==> src/rtl/uart_pkg.sv <==
// ============================================================================
// Module      : uart_pkg
// Description : Shared UART constants. Holds the receive FIFO geometry
//               defaults next to the receiver and baud-timer constants so
//               that every UART block is sized from one place.
// Revision    : 1.0 - initial release
// ============================================================================
`default_nettype none

package uart_pkg;

    // Receiver data word width; the receive FIFO must match it.
    localparam int DBIT_DEFAULT       = 8;
    // The receive FIFO holds 2**ADDR_WIDTH_DEFAULT words.
    localparam int ADDR_WIDTH_DEFAULT = 4;

    // Receiver and baud-timer constants.
    localparam int SB_TICK_DEFAULT    = 16;  // oversample ticks per stop bit
    localparam int OVERSAMPLE         = 16;  // baud ticks per bit period

    typedef enum logic [1:0] {
        RX_IDLE  = 2'd0,
        RX_START = 2'd1,
        RX_DATA  = 2'd2,
        RX_STOP  = 2'd3
    } rx_state_t;

    // Number of words stored by a FIFO with the given address width.
    function automatic int fifo_depth(input int addr_width);
        return 1 << addr_width;
    endfunction

endpackage : uart_pkg

`default_nettype wire

==> src/rtl/uart_rx_fifo_ctrl.sv <==
// ============================================================================
// Module      : uart_rx_fifo_ctrl
// Description : Pointer, level and flag control for the UART receive FIFO.
//               It decides whether each cycle pushes and/or pops, and it
//               keeps the level, empty and full flags registered. The sticky
//               overrun flag is built only when UART_RX_FIFO_OVERRUN_EN is
//               defined. Without it, overrun is tied low and overrun_clr is
//               ignored.
// Ports       : clk, reset_n        - clock, async active-low reset
//               wr, rd              - push / pop strobes (sampled each edge)
//               overrun_clr         - synchronous clear of overrun
//               wr_en               - write the storage array at wr_ptr
//               wr_ptr, rd_ptr      - storage addresses
//               empty, full, level  - registered occupancy
//               overrun             - sticky lost-word flag
// Revision    : 1.0 - initial release
// ============================================================================
`default_nettype none

module uart_rx_fifo_ctrl
    import uart_pkg::*;
#(
    parameter int ADDR_WIDTH = ADDR_WIDTH_DEFAULT
) (
    input  logic                  clk,
    input  logic                  reset_n,
    input  logic                  wr,
    input  logic                  rd,
    input  logic                  overrun_clr,
    output logic                  wr_en,
    output logic [ADDR_WIDTH-1:0] wr_ptr,
    output logic [ADDR_WIDTH-1:0] rd_ptr,
    output logic                  empty,
    output logic                  full,
    output logic [ADDR_WIDTH:0]   level,
    output logic                  overrun
);

    localparam logic [ADDR_WIDTH:0] C_DEPTH   = {1'b1, {ADDR_WIDTH{1'b0}}};
    localparam logic [ADDR_WIDTH:0] C_LVL_ONE = {{ADDR_WIDTH{1'b0}}, 1'b1};
    localparam logic [ADDR_WIDTH-1:0] C_PTR_ONE = {{(ADDR_WIDTH-1){1'b0}}, 1'b1};

    logic [ADDR_WIDTH-1:0] wr_ptr_q, wr_ptr_d;
    logic [ADDR_WIDTH-1:0] rd_ptr_q, rd_ptr_d;
    logic [ADDR_WIDTH:0]   level_q,  level_d;
    logic                  empty_q,  empty_d;
    logic                  full_q,   full_d;
    logic                  push;
    logic                  pop;
    logic                  drop;

    always_comb begin
        // A full FIFO still accepts a push when a pop frees the head slot
        // in the same cycle. An empty FIFO never pops, even with wr=rd=1.
        push     = wr & (~full_q | rd);
        pop      = rd & ~empty_q;
        drop     = wr & full_q & ~rd;

        wr_ptr_d = wr_ptr_q;
        rd_ptr_d = rd_ptr_q;
        level_d  = level_q;

        if (push) begin
            wr_ptr_d = wr_ptr_q + C_PTR_ONE;
        end
        if (pop) begin
            rd_ptr_d = rd_ptr_q + C_PTR_ONE;
        end

        case ({push, pop})
            2'b10:   level_d = level_q + C_LVL_ONE;
            2'b01:   level_d = level_q - C_LVL_ONE;
            default: level_d = level_q;
        endcase

        // The flags come from the next level, so they stay registered and
        // always agree with level.
        empty_d  = (level_d == '0);
        full_d   = (level_d == C_DEPTH);
    end

    always_ff @(posedge clk or negedge reset_n) begin
        if (!reset_n) begin
            wr_ptr_q <= '0;
            rd_ptr_q <= '0;
            level_q  <= '0;
            empty_q  <= 1'b1;
            full_q   <= 1'b0;
        end else begin
            wr_ptr_q <= wr_ptr_d;
            rd_ptr_q <= rd_ptr_d;
            level_q  <= level_d;
            empty_q  <= empty_d;
            full_q   <= full_d;
        end
    end

`ifdef UART_RX_FIFO_OVERRUN_EN
    logic overrun_q, overrun_d;

    // When a drop and a clear happen in the same cycle, the drop wins and
    // the new loss stays visible.
    always_comb begin
        overrun_d = drop | (overrun_q & ~overrun_clr);
    end

    always_ff @(posedge clk or negedge reset_n) begin
        if (!reset_n) begin
            overrun_q <= 1'b0;
        end else begin
            overrun_q <= overrun_d;
        end
    end

    assign overrun = overrun_q;
`else
    // With overrun detection compiled out, the clear input and the drop
    // indication have no load.
    logic unused_overrun_sigs;
    assign unused_overrun_sigs = overrun_clr | drop;
    assign overrun = 1'b0;
`endif

    assign wr_en  = push;
    assign wr_ptr = wr_ptr_q;
    assign rd_ptr = rd_ptr_q;
    assign empty  = empty_q;
    assign full   = full_q;
    assign level  = level_q;

endmodule : uart_rx_fifo_ctrl

`default_nettype wire

==> src/rtl/uart_rx_fifo.sv <==
// ============================================================================
// Module      : uart_rx_fifo
// Description : First-word fall-through receive FIFO that sits between the
//               UART receiver and its consumer. This module holds the
//               storage array. Pointer and flag control is in
//               uart_rx_fifo_ctrl. Defining UART_RX_FIFO_OVERRUN_EN builds
//               in the sticky overrun flag.
// Ports       : clk, reset_n  - clock, async active-low reset
//               wr, wr_data   - push strobe and data (receiver done tick/dout)
//               rd            - pop strobe from consumer
//               rd_data       - head word, valid while empty=0
//               empty, full   - occupancy flags
//               level         - word count 0..2**ADDR_WIDTH
//               overrun       - sticky lost-word flag
//               overrun_clr   - synchronous clear of overrun
// Revision    : 1.0 - initial release
// ============================================================================
`default_nettype none

module uart_rx_fifo
    import uart_pkg::*;
#(
    parameter int DBIT       = DBIT_DEFAULT,
    parameter int ADDR_WIDTH = ADDR_WIDTH_DEFAULT
) (
    input  logic                clk,
    input  logic                reset_n,
    input  logic                wr,
    input  logic [DBIT-1:0]     wr_data,
    input  logic                rd,
    output logic [DBIT-1:0]     rd_data,
    output logic                empty,
    output logic                full,
    output logic [ADDR_WIDTH:0] level,
    output logic                overrun,
    input  logic                overrun_clr
);

    localparam int C_DEPTH = 1 << ADDR_WIDTH;

    logic                  wr_en;
    logic [ADDR_WIDTH-1:0] wr_ptr;
    logic [ADDR_WIDTH-1:0] rd_ptr;

    // The storage has no reset. Words left after a reset are discarded
    // only because the pointers and level return to zero.
    logic [DBIT-1:0] mem_q [C_DEPTH];

    uart_rx_fifo_ctrl #(
        .ADDR_WIDTH (ADDR_WIDTH)
    ) u_ctrl (
        .clk         (clk),
        .reset_n     (reset_n),
        .wr          (wr),
        .rd          (rd),
        .overrun_clr (overrun_clr),
        .wr_en       (wr_en),
        .wr_ptr      (wr_ptr),
        .rd_ptr      (rd_ptr),
        .empty       (empty),
        .full        (full),
        .level       (level),
        .overrun     (overrun)
    );

    always_ff @(posedge clk) begin
        if (wr_en) begin
            mem_q[wr_ptr] <= wr_data;
        end
    end

    // First-word fall-through. The head word is read combinationally from
    // the registered read pointer.
    assign rd_data = mem_q[rd_ptr];

endmodule : uart_rx_fifo

`default_nettype wire

==> config.mk <==
export PLATFORM = sky130hd
export DESIGN_NAME = uart_rx_fifo
export DESIGN_NICKNAME = d
export VERILOG_FILES = /design/src/rtl/uart_pkg.sv /design/src/rtl/uart_rx_fifo_ctrl.sv /design/src/rtl/uart_rx_fifo.sv
export SDC_FILE = /design/constraint.sdc
export NUM_CORES = 1
export LEC_CHECK = 0
export CAP_MARGIN = 20
export CORE_MARGIN = 2
export CORE_UTILIZATION = 54
export CTS_CLUSTER_SIZE = 28
export DETAILED_ROUTE_END_ITERATION = 8
export PLACE_DENSITY_LB_ADDON = 0.3
export SLEW_MARGIN = 10
export SYNTH_ARGS = -nofsm -noshare
export SYNTH_HDL_FRONTEND = slang
export SYNTH_HIERARCHICAL = 1
export SYNTH_SLANG_ARGS = --single-unit
==> constraint.sdc <==
create_clock -name clk -period 2.1 [get_ports clk]
set_clock_uncertainty 0.05 [all_clocks]
set_input_delay 0.21 -clock clk [delete_from_list [all_inputs] [get_ports clk]]
set_output_delay 0.21 -clock clk [all_outputs]
set_load 0.02 [all_outputs]
==> parameters.txt <==
Parameter                              Value

Status
  Run status    finished, violations left
  Violated checks    setup timing

Place
  Number of placed cells counting well taps    roughly 480
  Worst slack, placed    -345 ps
  # port buffers    26
  Detailed Place HPWL    slightly below 7000 um
  Final weighted congestion in routability-driven placement    0.772

STA
  Hold slack    between 50 and 60 ps
  Total Neg Setup Slack    -3200 ps
  Transition time at the pin with the least slew margin    997 ps
  Fmax achieved    roughly 400 MHz
  Unrepaired setup endpoints after global routing    yes
  Tmin final    2540 ps
  Max-Slew Margin vs Limit    33.4%
  Final hold violation count    0
  Post-route clock period utilization    121%
  Count of final max-slew check failures    0
  Final setup margin    -442 ps
  Final count of negative-setup-slack endpoints    9

Final layout
  Fraction of final layout cells sized beyond drive strength 1    38.4%
  Filler instances    between 600 and 700
  Diode count    0
  Post-Layout Cell Count    between 500 and 600
  Final core utilization    roughly 70%
  Area growth from synthesis to final layout    25.3%
  Final net count    around 390

Synthesis
  Number of distinct library cells after synthesis    39
  Number of flops mapped to enable cells by yosys    between 100 and 150
  Synthesized cell area    between 5000 and 6000 um2
  Main area contributors after synthesis    edfxtp_1, mux4_2, mux4_1, dfrtp_1, a22oi_1
  Share of Yosys cell area claimed by the top area cell type    ~66%
  Synthesized flop and latch total    143
  Share of synthesized flip-flops with an asynchronous set or reset    a little over a tenth
  Main synth FF type    edfxtp_1
  Gate count after technology mapping    a little under 300
  Average cell area after synthesis    slightly below 20 um2
  Post-synthesis net count    310
  Part of the Yosys area used for sequential elements    ~73%
  Count of warnings emitted by yosys    6
  Area leader, netlist    edfxtp_1

Routing
  Via count normalized by instance count    ~5.8
  Routed len/inst    around 23 um
  DRC violations left    0
  Number of nets with antenna violations after detailed routing    0
  Overall routed net length    between 10000 and 15000 um
  Number of DRC markers after the initial detailed-route iteration    272
  Number of detailed-route iterations in the first pass    4
  Via count    around 3000

Clock network
  Clk sinks    143
  TritonCTS clock tree    done
  Root cell of the clock tree    clkbuf_8
  Clock buffers created by TritonCTS    17
  Clock tree buffer depth    2
  Total of hold buffers inserted after clock tree synthesis    0
  Skew-Pair Late Insertion Delay    between 500 and 600 ps
  H-Tree Depth    4
  Clock slew seen by the registers of the worst setup and hold paths    about 60 ps

Floorplanning
  I/O pin count    29
  Core Footprint    10400 um2
  Effective utilization at floorplan    55.9%
  Die area    11600 um2
  Standard-cell row count    37
  X dimension of the die    ~110 um
  Vert. Die Dim    about 110 um

Global routing
  Total global routing overflow    0
  Combined global-route utilization of all metal layers    between 20% and 30%
  Largest net degree at the start of global routing    25
  Wire length of the first global-routing pass    between 15000 and 20000 um
  Initial antenna violation count    0
  Vias in the first global route    3138

Setup path
  Reg2reg setup slack    -20 ps
  Worst path cell trace    nor2b_1 > a22oi_1 > nand2_2 > buf_6
  Arrival time worst endpoint    between 2000 and 2500 ps
  Type of the setup path with the least slack    reg -> out
  Type of destination of the critical path    output pin
  Crit path max fanout    8
  Family of cells with the greatest summed delay on the critical path    simple AND/OR/NAND/NOR gates
  Slowest stage delay, CP    approximately 800 ps
  Critical Path Slowest Stage Cell    nor2b_1
  Buffering stage count on the worst path with inverters included    1
  Data required time of the worst path    roughly 1800 ps
  Type of element launching the critical path    flip-flop

Power
  Power density over the cells    roughly 1500 nW/um2
  Leakage power total    approximately 2.5 nW
  Peak supply drop    between 0.0009 and 0.001 V

Hold path
  Tightest Hold Check Type    in -> async

Run
  Total of max-cap violations    0
## kinds of logic after synthesis
family                   Yosys count  share of synthesized area, %
buffers and inverters             18                          2.35
other                              1                        0.0647
XOR/XNOR                          14                          2.24
flip-flops                       143                          72.8
AO/OA/AOI/OAI                     24                          3.02
adder cells (fa/ha/maj)            4                         0.863
AND/OR/NAND/NOR                   55                          4.92
multiplexers                      34                          13.7
## flip-flops by register name (all words and copies together), names as in the netlist
register / flops
mem_q: 128
u_ctrl/level: 5
u_ctrl/rd_ptr: 4
u_ctrl/wr_ptr: 4
u_ctrl/empty: 1
u_ctrl/full: 1
## worst paths after layout
check | from | end | cells past startpoint
worst max-delay path | u_ctrl/rd_ptr[3] | rd_data[7] | 4
worst min-delay path | reset_n | u_ctrl/level[3] | 1
worst max register to register | u_ctrl/empty | u_ctrl/full | 9
worst min register to register | u_ctrl/level[4] | u_ctrl/level[4] | 1
max in group asynchronous | reset_n | u_ctrl/rd_ptr[0] | 1
min in group clk | u_ctrl/level[4] | u_ctrl/level[4] | 1
## layout by cell type (no fill, tap or decap), drive strengths merged, types with 2 or more instances in the layout
cell and count:
nand3b 4, xnor2 8, edfxtp 128, mux2 2, dfrtp 14, clkinv 6
nor2 15, clkinvlp 2, or3b 2, buf 54, ha 4, inv 4
a22oi 17, a21oi 3, nand4 2, nand2 14, nand2b 3, xor2 6
clkdlybuf4s50 18, nor3 6, mux4 32, bufinv 4, clkbuf 20, nor3b 3
## layout make-up
| cell class | instances | area [um2] | area share [%] |
|---|---|---|---|
| inverter | 4 | 15.0 | 0.207 |
| clock inverter | 12 | 168 | 2.31 |
| tap | 136 | 170 | 2.34 |
| timing repair buffer | 72 | 744 | 10.2 |
| clock buffer | 20 | 425 | 5.86 |
| multi-input combinational | 132 | 1520 | 20.9 |
| sequential | 143 | 4220 | 58.1 |
## synthesized netlist by cell type, types with 3 or more instances
master	n
inv_1	4
nand2_1	14
edfxtp_1	128
dfrtp_1	14
ha_1	4
nor3_1	6
nor2_1	15
xnor2_1	8
clkdlybuf4s25_2	3
nand3b_1	4
nand2b_1	3
mux4_2	18
mux4_1	14
a22oi_1	17
buf_6	5
buf_2	4
xor2_1	5
## power by group
| group | switching, W | internal, W | total (W) | leakage [nW] |
|---|---|---|---|---|
| Sequential | 0.000327 | 0.00353 | 0.00386 | 1.33 |
| Clock | 0.00107 | 0.00192 | 0.00299 | 0.286 |
| Combinational | 0.00199 | 0.00212 | 0.00410 | 0.875 |
| Total | 0.00339 | 0.00756 | 0.0109 | 2.49 |
## routing by layer
metal / track usage (%) / wire, um
met1: 31.8 / 4820
met2: 36.6 / 6020
met3: 4.72 / 783
met4: 7.51 / 191
met5: 0 / 0
## metrics by stage
step / power [W] / instance area [um2]
3_5_place_dp: 0.00735 / 6460
3_3_place_gp: 0.00726 / 6460
6_report: 0.0109 / 7270
2_1_floorplan: 0.00598 / 5820
5_1_grt: 0.0115 / 7270
4_1_cts: 0.0110 / 7260
## repair_timing
| item | 4_1_cts | 5_1_grt |
|---|---|---|
| cloned | 3 | 0 |
| gates resized for setup | 76 | 19 |
| setup buffers | 6 | 4 |
| endpoints found under the setup margin | 9 | 34 |
| pin swaps | 14 | 8 |
(Power assumes the default switching activity.)
